**src/rtl/mips_ctrl_pkg.sv**
```systemverilog
`default_nettype none
// ============================================================================
// Module   : mips_ctrl_pkg
// Brief    : Shared states, opcode/funct constants and control encodings.
// Revision : 1.0
// ============================================================================
package mips_ctrl_pkg;

    typedef enum logic [3:0] {
        S_RESET, FETCH, DECODE, MEMADR, MEMRD, MEMWB, MEMWR,
        EXEC, ALUWB, ADDIEXEC, ADDIWB, BRANCH, JUMP
    } state_t;

    localparam logic [5:0] OP_RTYPE = 6'b000000;
    localparam logic [5:0] OP_LW    = 6'b100011;
    localparam logic [5:0] OP_SW    = 6'b101011;
    localparam logic [5:0] OP_BEQ   = 6'b000100;
    localparam logic [5:0] OP_ADDI  = 6'b001000;
    localparam logic [5:0] OP_J     = 6'b000010;

    localparam logic [5:0] FN_ADD   = 6'b100000;
    localparam logic [5:0] FN_SUB   = 6'b100010;
    localparam logic [5:0] FN_AND   = 6'b100100;
    localparam logic [5:0] FN_OR    = 6'b100101;
    localparam logic [5:0] FN_SLT   = 6'b101010;

    localparam logic [2:0] ALU_AND  = 3'b000;
    localparam logic [2:0] ALU_OR   = 3'b001;
    localparam logic [2:0] ALU_ADD  = 3'b010;
    localparam logic [2:0] ALU_SUB  = 3'b110;
    localparam logic [2:0] ALU_SLT  = 3'b111;

    localparam logic [1:0] ALUOP_ADD   = 2'b00;
    localparam logic [1:0] ALUOP_SUB   = 2'b01;
    localparam logic [1:0] ALUOP_FUNCT = 2'b10;

    localparam logic [1:0] SRCB_B     = 2'b00;
    localparam logic [1:0] SRCB_FOUR  = 2'b01;
    localparam logic [1:0] SRCB_IMM   = 2'b10;
    localparam logic [1:0] SRCB_IMMSH = 2'b11;

    localparam logic [1:0] PCSRC_ALU    = 2'b00;
    localparam logic [1:0] PCSRC_ALUOUT = 2'b01;
    localparam logic [1:0] PCSRC_JUMP   = 2'b10;

endpackage
`default_nettype wire

```
**src/rtl/mips_alu_decoder.sv**
```systemverilog
`default_nettype none
// ============================================================================
// Module   : mips_alu_decoder
// Brief    : Maps ALUOp/Funct to the 3-bit ALU control and flags legal functs.
// Revision : 1.0
// ============================================================================
module mips_alu_decoder
    import mips_ctrl_pkg::*;
(
    input  logic [1:0] ALUOp,
    input  logic [5:0] Funct,
    output logic [2:0] ALU_CTRL,
    output logic       funct_valid
);

    logic [2:0] w_funct_ctrl;

    always_comb begin
        w_funct_ctrl = ALU_ADD;
        funct_valid  = 1'b1;
        case (Funct)
            FN_ADD:  w_funct_ctrl = ALU_ADD;
            FN_SUB:  w_funct_ctrl = ALU_SUB;
            FN_AND:  w_funct_ctrl = ALU_AND;
            FN_OR:   w_funct_ctrl = ALU_OR;
            FN_SLT:  w_funct_ctrl = ALU_SLT;
            default: funct_valid  = 1'b0;
        endcase
    end

    always_comb begin
        case (ALUOp)
            ALUOP_ADD: ALU_CTRL = ALU_ADD;
            ALUOP_SUB: ALU_CTRL = ALU_SUB;
            default:   ALU_CTRL = w_funct_ctrl;
        endcase
    end

endmodule
`default_nettype wire

```
**src/rtl/mips_multicycle_ctrl.sv**
```systemverilog
`default_nettype none
// ============================================================================
// Module   : mips_multicycle_ctrl
// Brief    : Multi-cycle MIPS control FSM with memory stall and retire counter.
// Revision : 1.0
// ============================================================================
module mips_multicycle_ctrl
    import mips_ctrl_pkg::*;
#(
    parameter int CNT_WIDTH = 32
) (
    input  logic                 clk,
    input  logic                 rst,
    input  logic [5:0]           Opcode,
    input  logic [5:0]           Funct,
    input  logic                 Zero_Flag,
    input  logic                 mem_ready,
    output logic                 IorD,
    output logic                 MemWrite,
    output logic                 IRWrite,
    output logic                 RegDst,
    output logic                 MemtoReg,
    output logic                 RegWrite,
    output logic                 ALUSrcA,
    output logic [1:0]           ALUSrcB,
    output logic [1:0]           PCSrc,
    output logic                 PCEn,
    output logic [2:0]           ALU_CTRL,
    output logic                 illegal_op,
    output logic [CNT_WIDTH-1:0] instr_retired
);

    localparam logic [CNT_WIDTH-1:0] c_one = {{(CNT_WIDTH-1){1'b0}}, 1'b1};

    state_t     r_state;
    logic [CNT_WIDTH-1:0] r_retired;
    logic [1:0] w_alu_op;
    logic [2:0] w_alu_ctrl;
    logic       w_alu_en;
    logic       w_funct_valid;
    logic       w_opcode_valid;
    logic       w_illegal;
    logic       w_retire;

    mips_alu_decoder u_alu_dec (
        .ALUOp       (w_alu_op),
        .Funct       (Funct),
        .ALU_CTRL    (w_alu_ctrl),
        .funct_valid (w_funct_valid)
    );

    always_comb begin
        case (Opcode)
            OP_RTYPE, OP_LW, OP_SW, OP_BEQ, OP_ADDI, OP_J: w_opcode_valid = 1'b1;
            default:                                       w_opcode_valid = 1'b0;
        endcase
    end

    assign w_illegal = (r_state == DECODE) &&
                       (!w_opcode_valid || ((Opcode == OP_RTYPE) && !w_funct_valid));

    always_comb begin
        case (r_state)
            MEMWB, ALUWB, ADDIWB, BRANCH, JUMP: w_retire = 1'b1;
            MEMWR:                              w_retire = mem_ready;
            default:                            w_retire = 1'b0;
        endcase
    end

    always_ff @(posedge clk or posedge rst) begin
        if (rst) begin
            r_state   <= S_RESET;
            r_retired <= '0;
        end else begin
            if (w_retire)
                r_retired <= r_retired + c_one;
            case (r_state)
                S_RESET:  r_state <= FETCH;
                FETCH:    if (mem_ready) r_state <= DECODE;
                DECODE: begin
                    if (w_illegal) begin
                        r_state <= FETCH;
                    end else begin
                        case (Opcode)
                            OP_LW, OP_SW: r_state <= MEMADR;
                            OP_RTYPE:     r_state <= EXEC;
                            OP_BEQ:       r_state <= BRANCH;
                            OP_ADDI:      r_state <= ADDIEXEC;
                            OP_J:         r_state <= JUMP;
                            default:      r_state <= FETCH;
                        endcase
                    end
                end
                MEMADR:   r_state <= (Opcode == OP_LW) ? MEMRD : MEMWR;
                MEMRD:    if (mem_ready) r_state <= MEMWB;
                MEMWR:    if (mem_ready) r_state <= FETCH;
                EXEC:     r_state <= ALUWB;
                ADDIEXEC: r_state <= ADDIWB;
                MEMWB, ALUWB, ADDIWB, BRANCH, JUMP: r_state <= FETCH;
                default:  r_state <= S_RESET;
            endcase
        end
    end

    // Moore decode; only the FETCH writes and the BRANCH PC load look at inputs.
    always_comb begin
        IorD       = 1'b0;
        MemWrite   = 1'b0;
        IRWrite    = 1'b0;
        RegDst     = 1'b0;
        MemtoReg   = 1'b0;
        RegWrite   = 1'b0;
        ALUSrcA    = 1'b0;
        ALUSrcB    = SRCB_B;
        PCSrc      = PCSRC_ALU;
        PCEn       = 1'b0;
        w_alu_op   = ALUOP_ADD;
        w_alu_en   = 1'b0;
        case (r_state)
            FETCH: begin
                ALUSrcB  = SRCB_FOUR;
                PCSrc    = PCSRC_ALU;
                w_alu_en = 1'b1;
                IRWrite  = mem_ready;
                PCEn     = mem_ready;
            end
            DECODE: begin
                ALUSrcB  = SRCB_IMMSH;
                w_alu_en = 1'b1;
            end
            MEMADR, ADDIEXEC: begin
                ALUSrcA  = 1'b1;
                ALUSrcB  = SRCB_IMM;
                w_alu_en = 1'b1;
            end
            MEMRD: IorD = 1'b1;
            MEMWB: begin
                MemtoReg = 1'b1;
                RegWrite = 1'b1;
            end
            MEMWR: begin
                IorD     = 1'b1;
                MemWrite = 1'b1;
            end
            EXEC: begin
                ALUSrcA  = 1'b1;
                ALUSrcB  = SRCB_B;
                w_alu_op = ALUOP_FUNCT;
                w_alu_en = 1'b1;
            end
            ALUWB: begin
                RegDst   = 1'b1;
                RegWrite = 1'b1;
            end
            ADDIWB: RegWrite = 1'b1;
            BRANCH: begin
                ALUSrcA  = 1'b1;
                ALUSrcB  = SRCB_B;
                w_alu_op = ALUOP_SUB;
                w_alu_en = 1'b1;
                PCSrc    = PCSRC_ALUOUT;
                PCEn     = Zero_Flag;
            end
            JUMP: begin
                PCSrc = PCSRC_JUMP;
                PCEn  = 1'b1;
            end
            default: ;
        endcase
    end

    assign ALU_CTRL      = w_alu_en ? w_alu_ctrl : ALU_AND;
    assign illegal_op    = w_illegal;
    assign instr_retired = r_retired;

endmodule
`default_nettype wire
```
**config.mk**
```make
export PLATFORM = sky130hd
export DESIGN_NAME = mips_multicycle_ctrl
export DESIGN_NICKNAME = d
export VERILOG_FILES = /design/src/rtl/mips_ctrl_pkg.sv /design/src/rtl/mips_alu_decoder.sv /design/src/rtl/mips_multicycle_ctrl.sv
export SDC_FILE = /design/constraint.sdc
export NUM_CORES = 1
export LEC_CHECK = 0
export BUFFER_PORTS_ARGS = -buffer_cell sky130_fd_sc_hd__buf_2
export CAP_MARGIN = 0
export CORE_ASPECT_RATIO = 1.1
export CORE_UTILIZATION = 47
export CTS_CLUSTER_SIZE = 25
export DETAILED_ROUTE_END_ITERATION = 8
export HOLD_SLACK_MARGIN = 0.1
export PLACE_DENSITY = 0.77
export SETUP_SLACK_MARGIN = 0.4
export SYNTH_ARGS = -nofsm -noshare
export SYNTH_HDL_FRONTEND = slang
export SYNTH_SLANG_ARGS = --single-unit
export TNS_END_PERCENT = 30
```
**constraint.sdc**
```tcl
create_clock -name clk -period 1.7 [get_ports clk]
set_clock_uncertainty 0.1 [all_clocks]
set_input_delay 0.255 -clock clk [delete_from_list [all_inputs] [get_ports clk]]
set_output_delay 0.255 -clock clk [all_outputs]
set_load 0.01 [all_outputs]
```
## Word level (Yosys, flattened, before mapping)

Cells that the tools add are included.

| cells by class | value |
|---|---|
| add/subtract/negate cells | 1 |
| reduce and logical (&&, ||, !) cells | 19 |
| equal/unequal tests | 26 |
| muxes and demuxes | 25 |

Operators with widths:

| cell | number |
|---|---|
| 6-bit == test (second input constant) | 7 |
| 32-bit by 1-bit adder with 32-bit output (second input constant) | 1 |
| 4-bit case mux with 8 select lines | 1 |
| 4-bit == test (second input constant) | 5 |
| 4-bit case mux with 5 select lines | 1 |
| 6-bit OR reduction | 3 |
| 4-bit by 3-bit == test with 1-bit output (second input constant) | 4 |
| 4-bit two-way mux | 4 |
| 3-bit case mux with 4 select lines | 1 |
| 1-bit two-way mux | 10 |
| 5-bit OR reduction | 2 |
| 4-bit by 2-bit == test with 1-bit output (second input constant) | 2 |
| 2-bit case mux with 2 select lines | 2 |
| 6-bit by 2-bit == test with 1-bit output (second input constant) | 1 |
| 6-bit by 3-bit == test with 1-bit output (second input constant) | 1 |
| 6-bit by 4-bit == test with 1-bit output (second input constant) | 1 |
| 6-bit logical NOT | 1 |
| 2-bit inequality test (second input constant) | 3 |
| 2-bit case mux with 3 select lines | 1 |
| 3-bit case mux with 2 select lines | 1 |
| 2-bit OR reduction | 3 |
| 4-bit by 1-bit == test with 1-bit output (second input constant) | 1 |
| 4-bit logical NOT | 1 |
| 4-bit OR reduction | 1 |
| 11 further kinds | 13 |

| word-level totals | value |
|---|---|
| bits of input ports | 16 |
| output and inout port bits | 48 |
| word-level logic and storage cells | 73 |
| register bits after elaboration | 36 |

## Logic depth before layout (Yosys ltp)

Gate-level depths: netlist of run 1.

| depth | value |
|---|---|
| depth in word-level cells | 9 |
| gate-level depth with buffers | 7 |
| gate-level depth less buffers | 5 |

## Modules after synthesis

A second synthesis of run 1 with hierarchy kept.

| unflattened totals | value |
|---|---|
| cells, all modules | 243 |
| area total of the unflattened synthesis | 2331.0 µm² |

Modules (own cells, without submodules):

| module | area each (µm²) | times used | cells an instance | sequential area each (µm²) |
|---|---|---|---|---|
| mips_multicycle_ctrl | 2222.1 | 1 | 232 | 900.9 |
| mips_alu_decoder | 108.9 | 1 | 11 | 0.0 |

## Least setup slack after synthesis of run 1

Ideal clock, no wire load.

| path | value |
|---|---|
| path kind | register to output |
| from | register r_state[1] |
| to | output port PCEn |
| setup slack | -0.114 ns |
| required time | 1.345 ns |
| arrival | 1.459 ns |
| buffers on the path | 1 |
| stages on the path, launching flop included | 5 |
| cells stage by stage | dfrtp_1 -> nand2b_1 -> buf_4 -> nor4b_1 -> a211o_1 |

| between the ends | value |
|---|---|
| word-level cells in the longest chain between the ends | 2 |
| elaborated cells between the ends (all ways) | 4 |
| those cells by class | eq/ne (3); mux (1) |

Ends and longest elaborated chain:

| item | RTL line | source |
|---|---|---|
| start: declaration | mips_multicycle_ctrl.sv:35 | `state_t r_state;` |
| start signal: assignment | mips_multicycle_ctrl.sv:94 | `MEMADR: r_state <= (Opcode == OP_LW) ? MEMRD : MEMWR;` |
| 4-bit == test or 4-bit by 1-bit == test with 1-bit output (tied branches) | mips_multicycle_ctrl.sv:119 | `case (r_state)` |
| 1-bit case mux with 3 select lines (*) | mips_multicycle_ctrl.sv:119 |  |
| end: declaration | mips_multicycle_ctrl.sv:27 | `output logic PCEn,` |

Mark *: on every way between the ends. The rest lies on a longest branch, timed or not.

## Final worst setup path of run 1

| path | value |
|---|---|
| from | register r_state[1] |
| to | output port illegal_op |

| between the ends | value |
|---|---|
| word-level cells in the longest chain between the ends | 2 |

Ends and longest elaborated chain:

| item | RTL line | source |
|---|---|---|
| 4-bit by 2-bit == test with 1-bit output | mips_multicycle_ctrl.sv:59 | `assign w_illegal = (r_state == DECODE) &&` |
| 1-bit logical AND | mips_multicycle_ctrl.sv:59 |  |
| end: declaration | mips_multicycle_ctrl.sv:29 | `output logic illegal_op,` |

Every way passes these cells.

==> impl_metrics.toml, run 1 <==
[placed_design]
dp_hpwl_mm = 4.07
dpl-instance-area_mm2 = 0.00290
gp_congestion = 0.850
io_buffers = 63

[power_and_ir_drop]
power_leakage_nw = 1.84
powerDensity_mw_per_mm2 = 1130
p_sw_share_pct = 39.7
power.net_switching_mw = 1.62
intPower_mw = 2.45
p_clk_share_pct = 15.5
combPwrFrac_pct = 57.7
vdd_ir_drop_max_mv = 1.09
seq_power_share_pct = 26.9

[global_routing]
grt.total_usage_pct = 30.6
antenna_found_initial = 0
grt_pass1_vias = 2293
gr-total-overflow = 0
grt_max_degree = 37
grt_pass1_wl_mm = 11.1

[logic_synthesis]
synth_warnings = 0
synth_edf_count = 0
synth_top_family_by_area = "simple AND/OR/NAND/NOR gates"
synthFlopType = "dfrtp_1"
synthCells = 228
synth_cell_type_count = 49
yosys.area_share.simple_pct = 29.4
synth_seq_area_share_pct = 41.4
synth_fa_ha_area_share_pct = 0.575
ys_ff_latch = 36
synth_area_per_cell_um2 = 9.55
synth_compound_gate_area_share_pct = 11.3
synthMuxAreaShare_pct = 1.03
synth_xor_area_share_pct = 12.9
synth_area_mm2 = 0.00218
synthArstFlopShare_pct = 100
syn_nets = 245

[cells_and_area]
area_growth_pct = 66.0
n_antenna_cell = 0
utilization_pct = 82.5
nFillCells = 222
nets = 372
fin_area_mm2 = 0.00361
drive_above_1_share_pct = 55.9

[timing]
setup_viol = 46
rsz0062_at_grt = "yes"
tns_ps = -6670
fin_ws_ps = -324
slew-limit-headroom_pct = 64.6
layout_min_cycle_time_ps = 2020
fin_crit_sh_pct = 119
tightestPinTransition_ps = 525
fmax_ghz = 0.494
final_hold_viol_count = 0
drv_slew = 0

[route]
firstDrtPassIters = 4
drc = 0
first_iter_violations = 200
routed_wl_mm = 7.81
drtAntennaViolNets = 0
viasPerCell = 5.93
wl_per_cell_um = 19.1
dr_total_vias = 2430

[clock_tree]
clock-sinks = 36
cts_tree = "yes"
clk_path_buf_depth = 2
cts-root-buf = "clkbuf_8"
cts_buffers = 5
cts.htree.levels = 2
clk_latency_ps = 300
cts.reportedPaths.clkPinSlew_ps = 80

[job]
maxCapViolations = 0

[setup_path]
cp-start-kind = "flop"
path_delay_family = "simple AND/OR/NAND/NOR gates"
cp_data_arrival_time_ps = 1670
worstPathRequired_ps = 1340
critPathBufInv = 2
r2r_end = "instr_retired[7]"
path_cells = "buf_6 -> nand2b_4 -> or3_4 -> nor3_4 -> buf_2"
regToRegStartpoint = "r_state[0]"
r2r_cells = 8
cpPeakStageDelay_ps = 420
cp-end-kind = "primary output"
critPathSlowestCell = "dfrtp_1"
critPathMaxFanout = 6
path_class = "reg -> out"
r2r_setup_slack_ps = -250

[min_path]
hold_end = "r_state[1]"
min-delay-start = "Opcode[4]"
min_delay_path_depth = 5
worstHoldPathType = "in -> reg"

[floorplanning]
die-area_mm2 = 0.00491
dieWidth_um = 66.9
chipHeight_um = 73.4
start_util_pct = 49.7
io_pins = 64
fp.coreArea_mm2 = 0.00438
rows = 25

[run_status]
status = "finished with violations"
violations = "setup timing"
-- final cells by class --
| cell class | instances | area (um2) | area share [%] |
|---|---|---|---|
| inverters | 6 | 25.0 | 0.693 |
| flip-flops and latches | 36 | 905 | 25.0 |
| multi-input cells | 176 | 1500 | 41.6 |
| clock inverters | 3 | 18.8 | 0.519 |
| repair buffers | 130 | 1030 | 28.4 |
| clock buffers | 5 | 68.8 | 1.90 |
| well taps | 54 | 67.6 | 1.87 |
-- registers in the layout, indices dropped and copies added (netlist names) --
name	count
r_state	4
instr_retired	32
-- power groups by stage --
stage | Combinational, mW | Clock, mW | Sequential (mW)
3_3_place_gp | 1.42 | 0 | 1.06
6_report | 2.35 | 0.629 | 1.09
4_1_cts | 2.01 | 0.616 | 1.07
2_1_floorplan | 0.818 | 0 | 1.08
5_1_grt | 2.46 | 0.662 | 1.10
3_5_place_dp | 1.44 | 0 | 1.06
-- worst max path at each step --
stage,start,to,cells past startpoint
6_report,r_state[1],illegal_op,5
5_1_grt,r_state[1],illegal_op,5
3_3_place_gp,Funct[1],r_state[0],6
4_1_cts,r_state[0],illegal_op,4
2_1_floorplan,r_state[1],instr_retired[21],7
3_5_place_dp,r_state[0],instr_retired[31],6
-- cell usage in the layout (no fill, tap or decap), types with 5 or more instances in the layout --
master,synthesis,routed
buf_2,4,52
buf_4,1,38
buf_6,1,36
dfrtp_1,36,33
xor2_1,16,16
xnor2_1,16,15
nand3_1,15,12
nand4_1,12,12
nand2_1,13,11
and3_1,9,7
nor3_4,0,7
nor3_2,11,7
o21ai_0,6,6
nor2_4,0,5
a21oi_2,0,5
clkbuf_8,0,5
-- timing repair --
| action | CTS | global route |
|---|---|---|
| buffers inserted | 15 | 5 |
| resized for setup | 66 | 31 |
| hold endpoints to repair | 36 | 0 |
| pin swaps | 34 | 22 |
| hold buffers | 1 | 0 |
| gates cloned | 1 | 0 |
| setup endpoints to repair | 61 | 62 |
-- logic make-up (layout without fill, tap and decap cells) --
logic type | Yosys count | count (layout)
AND/OR/NAND/NOR | 105 | 105
AO/OA/AOI/OAI | 36 | 36
flip-flops | 36 | 36
XOR/XNOR | 32 | 32
buffers and inverters | 16 | 144
multiplexers | 2 | 2
adder cells (fa/ha/maj) | 1 | 1
-- worst register-to-register path, cell delays in order, from the launching register on --
cell and delay, ps:
dfrtp_2 460, buf_12 130, nand2b_4 70, buf_6 140, a21o_1 200, a21boi_2 230
buf_6 170, and3_4 190, xor2_1 190
-- cells in the mapped netlist, drive strengths merged, types with 5 or more instances --
library cell,instances,area (um2)
dfrtp,36,901
buf,6,38.8
nor2,13,51.3
xor2,16,140
nand3,15,75.1
nand2,13,48.8
xnor2,16,140
nand2b,5,31.3
inv,6,22.5
nor3,17,140
and3,9,56.3
o21ai,9,48.8
a21oi,8,40.0
nand4,13,87.6
-- metrics by stage --
step | instances | setup WS, ps | hold WS [ps] | power, mW
floorplan | 228 | 65.3 | 322 | 1.90
global placement | 380 | -38.3 | 272 | 2.48
detailed placement | 380 | -83.2 | 287 | 2.51
CTS | 405 | -233 | 286 | 3.70
global route | 410 | -366 | 333 | 4.22
finish | 410 | -324 | 319 | 4.07
-- routing by layer --
layer | GRT usage [%] | routed length, um
met5 | 0 | 0
met3 | 5.43 | 438
met1 | 36.1 | 2790
met4 | 9.46 | 345
met2 | 55.6 | 4240
Power figures use the tool's default switching activity.
==> inputs of run 2 (changes only) <==
- CORE_UTILIZATION: 47 -> 45
- PLACE_DENSITY: 0.77 -> 0.74
==> impl_metrics.toml, run 2 (synthesized netlist as in run 1, its figures left out) <==
[global_routing]
grt_max_degree = 37
gr-total-overflow = 0
grt_pass1_wl_mm = 9.58
antenna_found_initial = 0
grt_pass1_vias = 2132
grt.total_usage_pct = 25.3

[cells_and_area]
n_antenna_cell = 0
final_common_cell = "buf_2"
area_growth_pct = 61.1
nets = 365
utilization_pct = 75.4
largest_reg_flops = 32
drive_above_1_share_pct = 53.3
fin_area_mm2 = 0.00351
multiInputGateArea_mm2 = 0.00147
mostFrequentLayoutCells = "buf_2 (52), buf_4 (35), buf_6 (33)"
seq_area_um2 = 908
nFillCells = 291

[timing]
slew-limit-headroom_pct = 69.8
finalHoldWorstSlack_ps = 321
drv_slew = 0
tightestPinTransition_ps = 453
rsz0062_at_grt = "yes"
fin_crit_sh_pct = 115
fin_ws_ps = -248
final_hold_viol_count = 0
setup_viol = 30
layout_min_cycle_time_ps = 1950
fmax_ghz = 0.513

[setup_path]
cp_data_arrival_time_ps = 1590
cpPeakStageDelay_ps = 420
worstSetupStartpoint = "r_state[0]"
cp-end-kind = "primary output"
critPathBufInv = 3
r2r_setup_slack_ps = -100
path_cells = "buf_6 -> nand2_1 -> or3_4 -> inv_2 -> a31oi_1 -> buf_2"
critPathSlowestCell = "dfrtp_2"
critPathMaxFanout = 6
path_delay_family = "simple AND/OR/NAND/NOR gates"
path_class = "reg -> out"
regToRegStartpoint = "r_state[0]"
cp-start-kind = "flop"
worstPathRequired_ps = 1340

[run_status]
violations = "setup timing"
status = "finished with violations"

[min_path]
worstHoldPathType = "in -> reg"
min-delay-start = "mem_ready"

[route]
routed_wl_mm = 6.55
dr_total_vias = 2280
drtAntennaViolNets = 0
firstDrtPassIters = 4
viasPerCell = 5.63
wl_per_cell_um = 16.2
first_iter_violations = 98
drc = 0

[power_and_ir_drop]
vdd_ir_drop_max_mv = 0.921
powerDensity_mw_per_mm2 = 1020
power_leakage_nw = 1.84

[clock_tree]
cts.htree.levels = 2
cts_buffers = 5
cts-root-buf = "clkbuf_8"
cts.reportedPaths.clkPinSlew_ps = 70
clock-sinks = 36
cts_tree = "yes"
clk_path_buf_depth = 2
clk_latency_ps = 290

[placed_design]
gp_congestion = 0.833
dp_hpwl_mm = 3.85
dpl-instance-area_mm2 = 0.00288
place_ws_ps = -91.2
io_buffers = 63

[floorplanning]
chipHeight_um = 75.0
die-area_mm2 = 0.00512
dieWidth_um = 68.3
start_util_pct = 46.8
rows = 26
fp.coreArea_mm2 = 0.00465
io_pins = 64

[job]
maxCapViolations = 0
==> run 2: timing repair <==
item,4_1_cts,5_1_grt
hold buffers,1,0
gates cloned,1,0
pin swaps,37,17
setup buffers,6,9
gates resized for setup,47,41
endpoints found under the setup margin,61,63
hold endpoints to repair,36,0
==> run 2: worst min-delay path: stages <==
cell	delay, ps
buf_2	90
buf_4	130
o21ai_0	70
o21ai_1	120
==> run 2: report_power, final <==
part           switching [mW]  internal [mW]  total (mW)
Sequential              0.114          0.964        1.08
Combinational           0.921          0.970        1.89
Clock                   0.292          0.330       0.622
Total                    1.33           2.26        3.59
==> run 2: final cells by class <==
cell class	count	share of cell area, %
multi-input cells	176	41.8
inverters	6	0.713
flip-flops and latches	36	25.9
clock buffers	8	2.57
well taps	56	2.00
repair buffers	123	27.1
==> run 2: final timing paths <==
check / end / cells past startpoint
min: r_state[1] / 4
max: ALU_CTRL[1] / 6
max reg2reg: instr_retired[19] / 8
min in group asynchronous: instr_retired[10] / 4
min reg2reg: instr_retired[5] / 1
max in group asynchronous: instr_retired[12] / 4
==> run 2: layer usage <==
layer | wire length, um | up-vias | track usage [%]
li1 | - | 1065 | -
met1 | 2590 | 1090 | 28.5
met2 | 3430 | 101 | 45.6
met3 | 338 | 24 | 4.24
met4 | 186 | 0 | 11.8
met5 | 0 | - | 0
==> run 2: stage by stage <==
stage          std cells  power [mW]  setup TNS [ps]
5_1_grt              405        3.78           -4680
2_1_floorplan        228        1.90               0
3_3_place_gp         380        2.45            -132
3_5_place_dp         380        2.47            -219
6_report             405        3.59           -2220
4_1_cts              396        3.28           -2140
